### config.mk
export PLATFORM = sky130hd
export DESIGN_NAME = alu_muldiv_exec
export DESIGN_NICKNAME = d
export VERILOG_FILES = /design/src/rtl/alu_pkg.sv /design/src/rtl/alu_muldiv_exec_muldiv_iter.sv /design/src/rtl/alu_muldiv_exec.sv
export SDC_FILE = /design/constraint.sdc
export NUM_CORES = 1
export LEC_CHECK = 0
export ABC_AREA = 1
export CAP_MARGIN = 20
export CORE_MARGIN = 1.5
export CORE_UTILIZATION = 40
export DETAILED_ROUTE_END_ITERATION = 8
export SLEW_MARGIN = 20
export SYNTH_ARGS = -nofsm -noshare
export SYNTH_HDL_FRONTEND = slang
export SYNTH_HIERARCHICAL = 1
export SYNTH_SLANG_ARGS = --single-unit
### constraint.sdc
create_clock -name clk -period 6.95 [get_ports clk]
set_clock_uncertainty 0.2 [all_clocks]
set_input_delay 1.0425 -clock clk [delete_from_list [all_inputs] [get_ports clk]]
set_output_delay 1.0425 -clock clk [all_outputs]
set_load 0.05 [all_outputs]
### src/rtl/alu_pkg.sv
// Shared encodings for the EX-stage ALU and its iterative multiply/divide unit.
package alu_pkg;

    typedef enum logic [1:0] {
        ALUOP_ADD   = 2'b00,
        ALUOP_SUB   = 2'b01,
        ALUOP_RTYPE = 2'b10,
        ALUOP_OR    = 2'b11
    } aluop_e;

    localparam logic [5:0] FN_ADD   = 6'b100000;
    localparam logic [5:0] FN_SUB   = 6'b100010;
    localparam logic [5:0] FN_AND   = 6'b100100;
    localparam logic [5:0] FN_OR    = 6'b100101;
    localparam logic [5:0] FN_NOR   = 6'b100111;
    localparam logic [5:0] FN_SLT   = 6'b101010;
    localparam logic [5:0] FN_MULTU = 6'b011001;
    localparam logic [5:0] FN_DIVU  = 6'b011011;
    localparam logic [5:0] FN_MFHI  = 6'b010000;
    localparam logic [5:0] FN_MFLO  = 6'b010010;

    typedef enum logic [3:0] {
        ALU_ADD   = 4'd0,
        ALU_SUB   = 4'd1,
        ALU_AND   = 4'd2,
        ALU_OR    = 4'd3,
        ALU_NOR   = 4'd4,
        ALU_SLT   = 4'd5,
        ALU_MULTU = 4'd6,
        ALU_DIVU  = 4'd7,
        ALU_MFHI  = 4'd8,
        ALU_MFLO  = 4'd9
    } alu_op_e;

    typedef enum logic [1:0] {
        ST_IDLE = 2'd0,
        ST_MUL  = 2'd1,
        ST_DIV  = 2'd2
    } md_state_e;

    typedef enum logic {
        MD_MUL = 1'b0,
        MD_DIV = 1'b1
    } md_op_e;

endpackage

### src/rtl/alu_muldiv_exec_muldiv_iter.sv
// Iterative unsigned multiply (shift-add) / divide (restoring) unit with HI/LO result registers.
module muldiv_iter
    import alu_pkg::*;
#(
    parameter int W  = 32,
    parameter int CW = $clog2(W + 1)
) (
    input  logic         clk,
    input  logic         reset,
    input  logic         start,
    input  md_op_e       op,
    input  logic [W-1:0] a,
    input  logic [W-1:0] b,
    output logic         busy,
    output logic         done,
    output logic [W-1:0] hi,
    output logic [W-1:0] lo
);

    md_state_e     state_q, state_d;
    logic [CW-1:0] cnt_q, cnt_d;
    logic [W-1:0]  acc_q, acc_d;
    logic [W-1:0]  q_q, q_d;
    logic [W-1:0]  b_q, b_d;
    logic [W-1:0]  hi_q, hi_d;
    logic [W-1:0]  lo_q, lo_d;
    logic          done_q, done_d;

    logic [W:0]    mul_sum_s;
    logic [W-1:0]  mul_acc_s;
    logic [W-1:0]  mul_q_s;
    logic [W:0]    div_sh_s;
    logic          div_ge_s;
    logic [W-1:0]  div_acc_s;
    logic [W-1:0]  div_q_s;

    // One iteration step of each algorithm, plus FSM next-state and result capture.
    always_comb begin
        state_d = state_q;
        cnt_d   = cnt_q;
        acc_d   = acc_q;
        q_d     = q_q;
        b_d     = b_q;
        hi_d    = hi_q;
        lo_d    = lo_q;
        done_d  = 1'b0;

        // {acc,q} holds the partial product; the multiplier bit is consumed from q[0].
        mul_sum_s = {1'b0, acc_q} + (q_q[0] ? {1'b0, b_q} : {(W+1){1'b0}});
        mul_acc_s = mul_sum_s[W:1];
        mul_q_s   = {mul_sum_s[0], q_q[W-1:1]};

        // acc < b invariant keeps the shifted remainder within W+1 bits; b=0 yields all-ones quotient.
        div_sh_s  = {acc_q, q_q[W-1]};
        div_ge_s  = (div_sh_s >= {1'b0, b_q});
        div_acc_s = div_ge_s ? (div_sh_s[W-1:0] - b_q) : div_sh_s[W-1:0];
        div_q_s   = {q_q[W-2:0], div_ge_s};

        case (state_q)
            ST_IDLE: begin
                if (start) begin
                    state_d = (op == MD_DIV) ? ST_DIV : ST_MUL;
                    cnt_d   = CW'(W);
                    acc_d   = {W{1'b0}};
                    q_d     = a;
                    b_d     = b;
                end else begin
                    state_d = ST_IDLE;
                end
            end
            ST_MUL: begin
                acc_d = mul_acc_s;
                q_d   = mul_q_s;
                cnt_d = cnt_q - CW'(1);
                if (cnt_q == CW'(1)) begin
                    hi_d    = mul_acc_s;
                    lo_d    = mul_q_s;
                    done_d  = 1'b1;
                    state_d = ST_IDLE;
                end else begin
                    state_d = ST_MUL;
                end
            end
            ST_DIV: begin
                acc_d = div_acc_s;
                q_d   = div_q_s;
                cnt_d = cnt_q - CW'(1);
                if (cnt_q == CW'(1)) begin
                    hi_d    = div_acc_s;
                    lo_d    = div_q_s;
                    done_d  = 1'b1;
                    state_d = ST_IDLE;
                end else begin
                    state_d = ST_DIV;
                end
            end
            default: begin
                state_d = ST_IDLE;
            end
        endcase
    end

    // State and datapath registers; reset aborts any iteration and clears HI/LO.
    always_ff @(posedge clk) begin
        if (reset) begin
            state_q <= ST_IDLE;
            cnt_q   <= {CW{1'b0}};
            acc_q   <= {W{1'b0}};
            q_q     <= {W{1'b0}};
            b_q     <= {W{1'b0}};
            hi_q    <= {W{1'b0}};
            lo_q    <= {W{1'b0}};
            done_q  <= 1'b0;
        end else begin
            state_q <= state_d;
            cnt_q   <= cnt_d;
            acc_q   <= acc_d;
            q_q     <= q_d;
            b_q     <= b_d;
            hi_q    <= hi_d;
            lo_q    <= lo_d;
            done_q  <= done_d;
        end
    end

    assign busy = (state_q != ST_IDLE);
    assign done = done_q;
    assign hi   = hi_q;
    assign lo   = lo_q;

endmodule

### src/rtl/alu_muldiv_exec.sv
// EX-stage execute unit: combinational ALU with control decode plus an iterative mul/div unit.
module alu_muldiv_exec
    import alu_pkg::*;
#(
    parameter int W  = 32,
    parameter int CW = $clog2(W + 1)
) (
    input  logic         clk,
    input  logic         reset,
    input  logic [1:0]   ALUop,
    input  logic         ALUSrc,
    input  logic         Issue,
    input  logic [W-1:0] RD1,
    input  logic [W-1:0] RD2,
    input  logic [W-1:0] SE,
    output logic [W-1:0] Out,
    output logic [W-1:0] Out2,
    output logic         Zero,
    output logic         Busy,
    output logic         Done,
    output logic         Stall
);

    alu_op_e      alu_op_s;
    logic [W-1:0] b_s;
    logic [W-1:0] out_s;
    logic         is_md_s;
    logic         is_mv_s;
    logic         start_s;
    logic         busy_s;
    logic         done_s;
    logic [W-1:0] hi_s;
    logic [W-1:0] lo_s;
    md_op_e       md_op_s;

    // ALU control decode from ALUop and the funct field.
    always_comb begin
        alu_op_s = ALU_ADD;
        case (aluop_e'(ALUop))
            ALUOP_ADD: alu_op_s = ALU_ADD;
            ALUOP_SUB: alu_op_s = ALU_SUB;
            ALUOP_OR:  alu_op_s = ALU_OR;
            ALUOP_RTYPE: begin
                case (SE[5:0])
                    FN_ADD:   alu_op_s = ALU_ADD;
                    FN_SUB:   alu_op_s = ALU_SUB;
                    FN_AND:   alu_op_s = ALU_AND;
                    FN_OR:    alu_op_s = ALU_OR;
                    FN_NOR:   alu_op_s = ALU_NOR;
                    FN_SLT:   alu_op_s = ALU_SLT;
                    FN_MULTU: alu_op_s = ALU_MULTU;
                    FN_DIVU:  alu_op_s = ALU_DIVU;
                    FN_MFHI:  alu_op_s = ALU_MFHI;
                    FN_MFLO:  alu_op_s = ALU_MFLO;
                    default:  alu_op_s = ALU_ADD;
                endcase
            end
            default: alu_op_s = ALU_ADD;
        endcase
    end

    assign b_s     = ALUSrc ? SE : RD2;
    assign is_md_s = (alu_op_s == ALU_MULTU) || (alu_op_s == ALU_DIVU);
    assign is_mv_s = (alu_op_s == ALU_MFHI) || (alu_op_s == ALU_MFLO);
    assign md_op_s = (alu_op_s == ALU_DIVU) ? MD_DIV : MD_MUL;
    assign start_s = Issue & is_md_s & ~busy_s;

    // Result mux; mul/div themselves drive zero, moves return HI/LO even while stale.
    always_comb begin
        out_s = {W{1'b0}};
        case (alu_op_s)
            ALU_ADD:   out_s = RD1 + b_s;
            ALU_SUB:   out_s = RD1 - b_s;
            ALU_AND:   out_s = RD1 & b_s;
            ALU_OR:    out_s = RD1 | b_s;
            ALU_NOR:   out_s = ~(RD1 | b_s);
            ALU_SLT:   out_s = ($signed(RD1) < $signed(b_s)) ? {{(W-1){1'b0}}, 1'b1} : {W{1'b0}};
            ALU_MFHI:  out_s = hi_s;
            ALU_MFLO:  out_s = lo_s;
            ALU_MULTU: out_s = {W{1'b0}};
            ALU_DIVU:  out_s = {W{1'b0}};
            default:   out_s = {W{1'b0}};
        endcase
    end

    muldiv_iter #(
        .W  (W),
        .CW (CW)
    ) u_muldiv (
        .clk   (clk),
        .reset (reset),
        .start (start_s),
        .op    (md_op_s),
        .a     (RD1),
        .b     (RD2),
        .busy  (busy_s),
        .done  (done_s),
        .hi    (hi_s),
        .lo    (lo_s)
    );

    assign Out   = out_s;
    assign Out2  = RD2;
    assign Zero  = (out_s == {W{1'b0}});
    assign Busy  = busy_s;
    assign Done  = done_s;
    assign Stall = Issue & busy_s & (is_md_s | is_mv_s);

endmodule

==> results of run 1 <==
state kept, by name (all words and copies together), names as in the netlist:
signal and count:
u_muldiv/acc_q 32, u_muldiv/cnt_q 6, u_muldiv/q_q 32, u_muldiv/done 1, u_muldiv/state_q 2, u_muldiv/b_q 32
u_muldiv/hi 32, u_muldiv/lo 32
layer usage:
layer | track usage | vias to the layer above | routed length (um)
met4 | 0.0978 | 0 | 2500
met1 | 0.422 | 10500 | 37300
met5 | 0 | - | 0
met2 | 0.521 | 767 | 38500
met3 | 0.0179 | 110 | 4570
li1 | - | 11800 | -
worst max-delay path, stage by stage:
cell and delay, ps:
clkdlybuf4s50_1 530, inv_1 90, nand2_1 60, o21ai_0 190
inv_1 150, ha_1 320, inv_1 90, fa_1 400
inv_1 110, nand3_1 70, nand3_1 180, nand2_1 70
nand2_1 150, nand2_1 70, nand2_1 170, nand2_1 110
a21oi_1 150, nor2_1 60, nor2_1 100, nand2_1 80
nor2_1 120, nand2_1 60, nor2_1 210, nand2_1 150
nor2_1 240, buf_12 180
path summary, 6_finish.rpt:
check | startpoint | to | slack, ps | cells past startpoint
worst max-delay path | SE[0] | Zero | 550 | 26
worst min-delay path | u_muldiv/b_q[17] | u_muldiv/b_q[17] | 280 | 2
worst max register to register | u_muldiv/b_q[25] | u_muldiv/acc_q[26] | 3410 | 17
worst min register to register | u_muldiv/b_q[17] | u_muldiv/b_q[17] | 280 | 2
cell families (layout without fill, tap and decap cells):
logic type                 after synthesis  after routing  synth area share
AOI/OAI and AO/OA                      560            560             0.144
and+or+nand+nor                       2014           2014             0.406
buffers and inverters                  766            832             0.153
xor gates and xnor gates                56             56            0.0238
adders and majority gates              178            178             0.109
DFF                                    169            169             0.164
per-stage QoR:
stage	instance area (um2)	hold WS [ps]	worst slack, ps	power [uW]	cells
finish	23200	280	554	3230	4489
global route	23200	309	194	3380	4489
CTS	23200	279	640	3230	4489
detailed placement	22600	268	649	2200	4457
global placement	22600	265	686	2200	4457
floorplan	20600	248	978	1780	3743
layout make-up:
type                       instances  area share
tap                              680      0.0366
sequential                       169       0.146
inverter                         592      0.0959
multi-input combinational       2808       0.609
timing repair buffer             208      0.0859
clock inverter                    12     0.00695
clock buffer                      20      0.0201
synthesized netlist by cell type, types with 5 or more instances:
cell      instances
nand2_1        1232
inv_1           583
nor2_1          350
nand3_1         293
o21ai_0         250
a21oi_1         208
ha_1            174
dfxtp_1         169
clkbuf_1         80
a31oi_1          60
buf_2            46
buf_4            39
nand3b_1         39
nand4_1          38
xor2_1           38
nor3_1           24
o21bai_1         19
xnor2_1          18
buf_6             9
o21ai_1           9
inv_2             8
nor2_2            8
and2_1            7
nand2_4           7
nand2_2           5
power by group through the flow:
stage	sequential [uW]	combinational, uW	clock [uW]
floorplan	992	793	0
global placement	992	1210	0
detailed placement	992	1210	0
CTS	970	1210	1050
global route	969	1330	1080
finish	970	1230	1030
==> out/qor.yml, run 1 <==
sta:
  slew_violations: 0
  tightest_slew_ps: 923
  finalCritPeriodShare: 0.920
  max_freq_ghz: 0.156
  rsz0062_at_grt: "no"
  finalHoldViolations: 0
  post-route-min-period_ps: 6400
  slew_headroom: 0.378
  final.setup.tns_ps: 0
  setup_violations: 0
pwr:
  pwr-share-comb: 0.380
  seqPwrFrac: 0.300
  netSwitchingPower_uw: 1290
  peakVddDrop_uv: 129
  pwr-share-clk: 0.320
  p_leak_uw: 0.0121
  powerDensity_nw_per_um2: 139
  p_int_uw: 1950
  netSwitchingFraction: 0.398
drt:
  via_count: 23200
  wire_per_inst_um: 18.4
  drt-total-wl_um: 82800
  antenna_left: 0
  via_per_inst: 5.18
  drt_iter0_drc: 2020
  drc: 0
  dr.pass1.iters: 6
worst_setup_path:
  endpoint_kind: "output pin"
  worstPathRequired_ps: 5710
  critical_path_class: "primary input to output pin"
  worstPathArrival_ps: 5150
  start_kind: "primary input"
  worstPathMaxFanout: 5
cts:
  cts.sinks: 169
  h-tree-depth: 4
  cts_buffers: 17
  clock_latency_ps: 450
  cts_repair_resize_count: 0
  postCtsSetupRepairBufs: 0
  cts_buffer_depth: 2
  cts_hold_buf: 0
  cts_tree: "yes"
  clk_pin_slew_worst_paths_ps: 60
  cts_root_buf: "clkbuf_16"
logic_synthesis:
  synth_nets: 4023
  yosysTopAreaCell: "nand2_1"
  ys_seq_area_frac: 0.164
  syn-cell-area_um2: 20600
  yosysUniqueCellTypes: 42
  synth_cells: 3743
  synth_warnings: 6
  ys.flop_type: "dfxtp_1"
  synth_top_area_frac: 0.224
  yosys-top-cells-area: "nand2_1, dfxtp_1, inv_1, ha_1, nand3_1"
  syn_area_per_cell_um2: 5.51
  async_flop_share: 0
  synth_edf_count: 0
  ys_ff_latch: 169
grt:
  gr-total-overflow: 0
  grt_pass1_vias: 21900
  grt_max_degree: 127
  grt_pass1_wl_um: 128000
  grt_usage: 0.310
  antenna_found_initial: 0
placed_design:
  dpl.hpwl_um: 67100
  port_buffers: 169
  place.gp.congestion: 1.02
cells_and_area:
  fill_cells: 5788
  finalNetCount: 4076
  diodes: 0
  multi_input_area_um2: 14100
  area_growth_pct: 12.6
  drive_gt1_frac: 0.0344
  layout_common_cells: "nand2_1, inv_1, nor2_1, nand3_1, o21ai_0"
  final_common_cell: "nand2_1"
  seqCellArea_um2: 3380
  postLayoutCoreUtil: 0.454
job:
  cap_violations: 0
worst_hold_path:
  hp-class: "register to register"
die:
  rows: 83
  die_w_um: 230
  start_util: 0.404
  die_h_um: 230
  die_area_um2: 52900
  num_io_pins: 170
  core_area_um2: 51100
status:
  outcome: "completed"
(Power assumes the default switching activity.)
==> inputs of run 2 (changes only) <==
CAP_MARGIN = 5   (was 20)
==> results of run 2 <==
The final DEF is identical to that of run 1; final timing and power are the same.
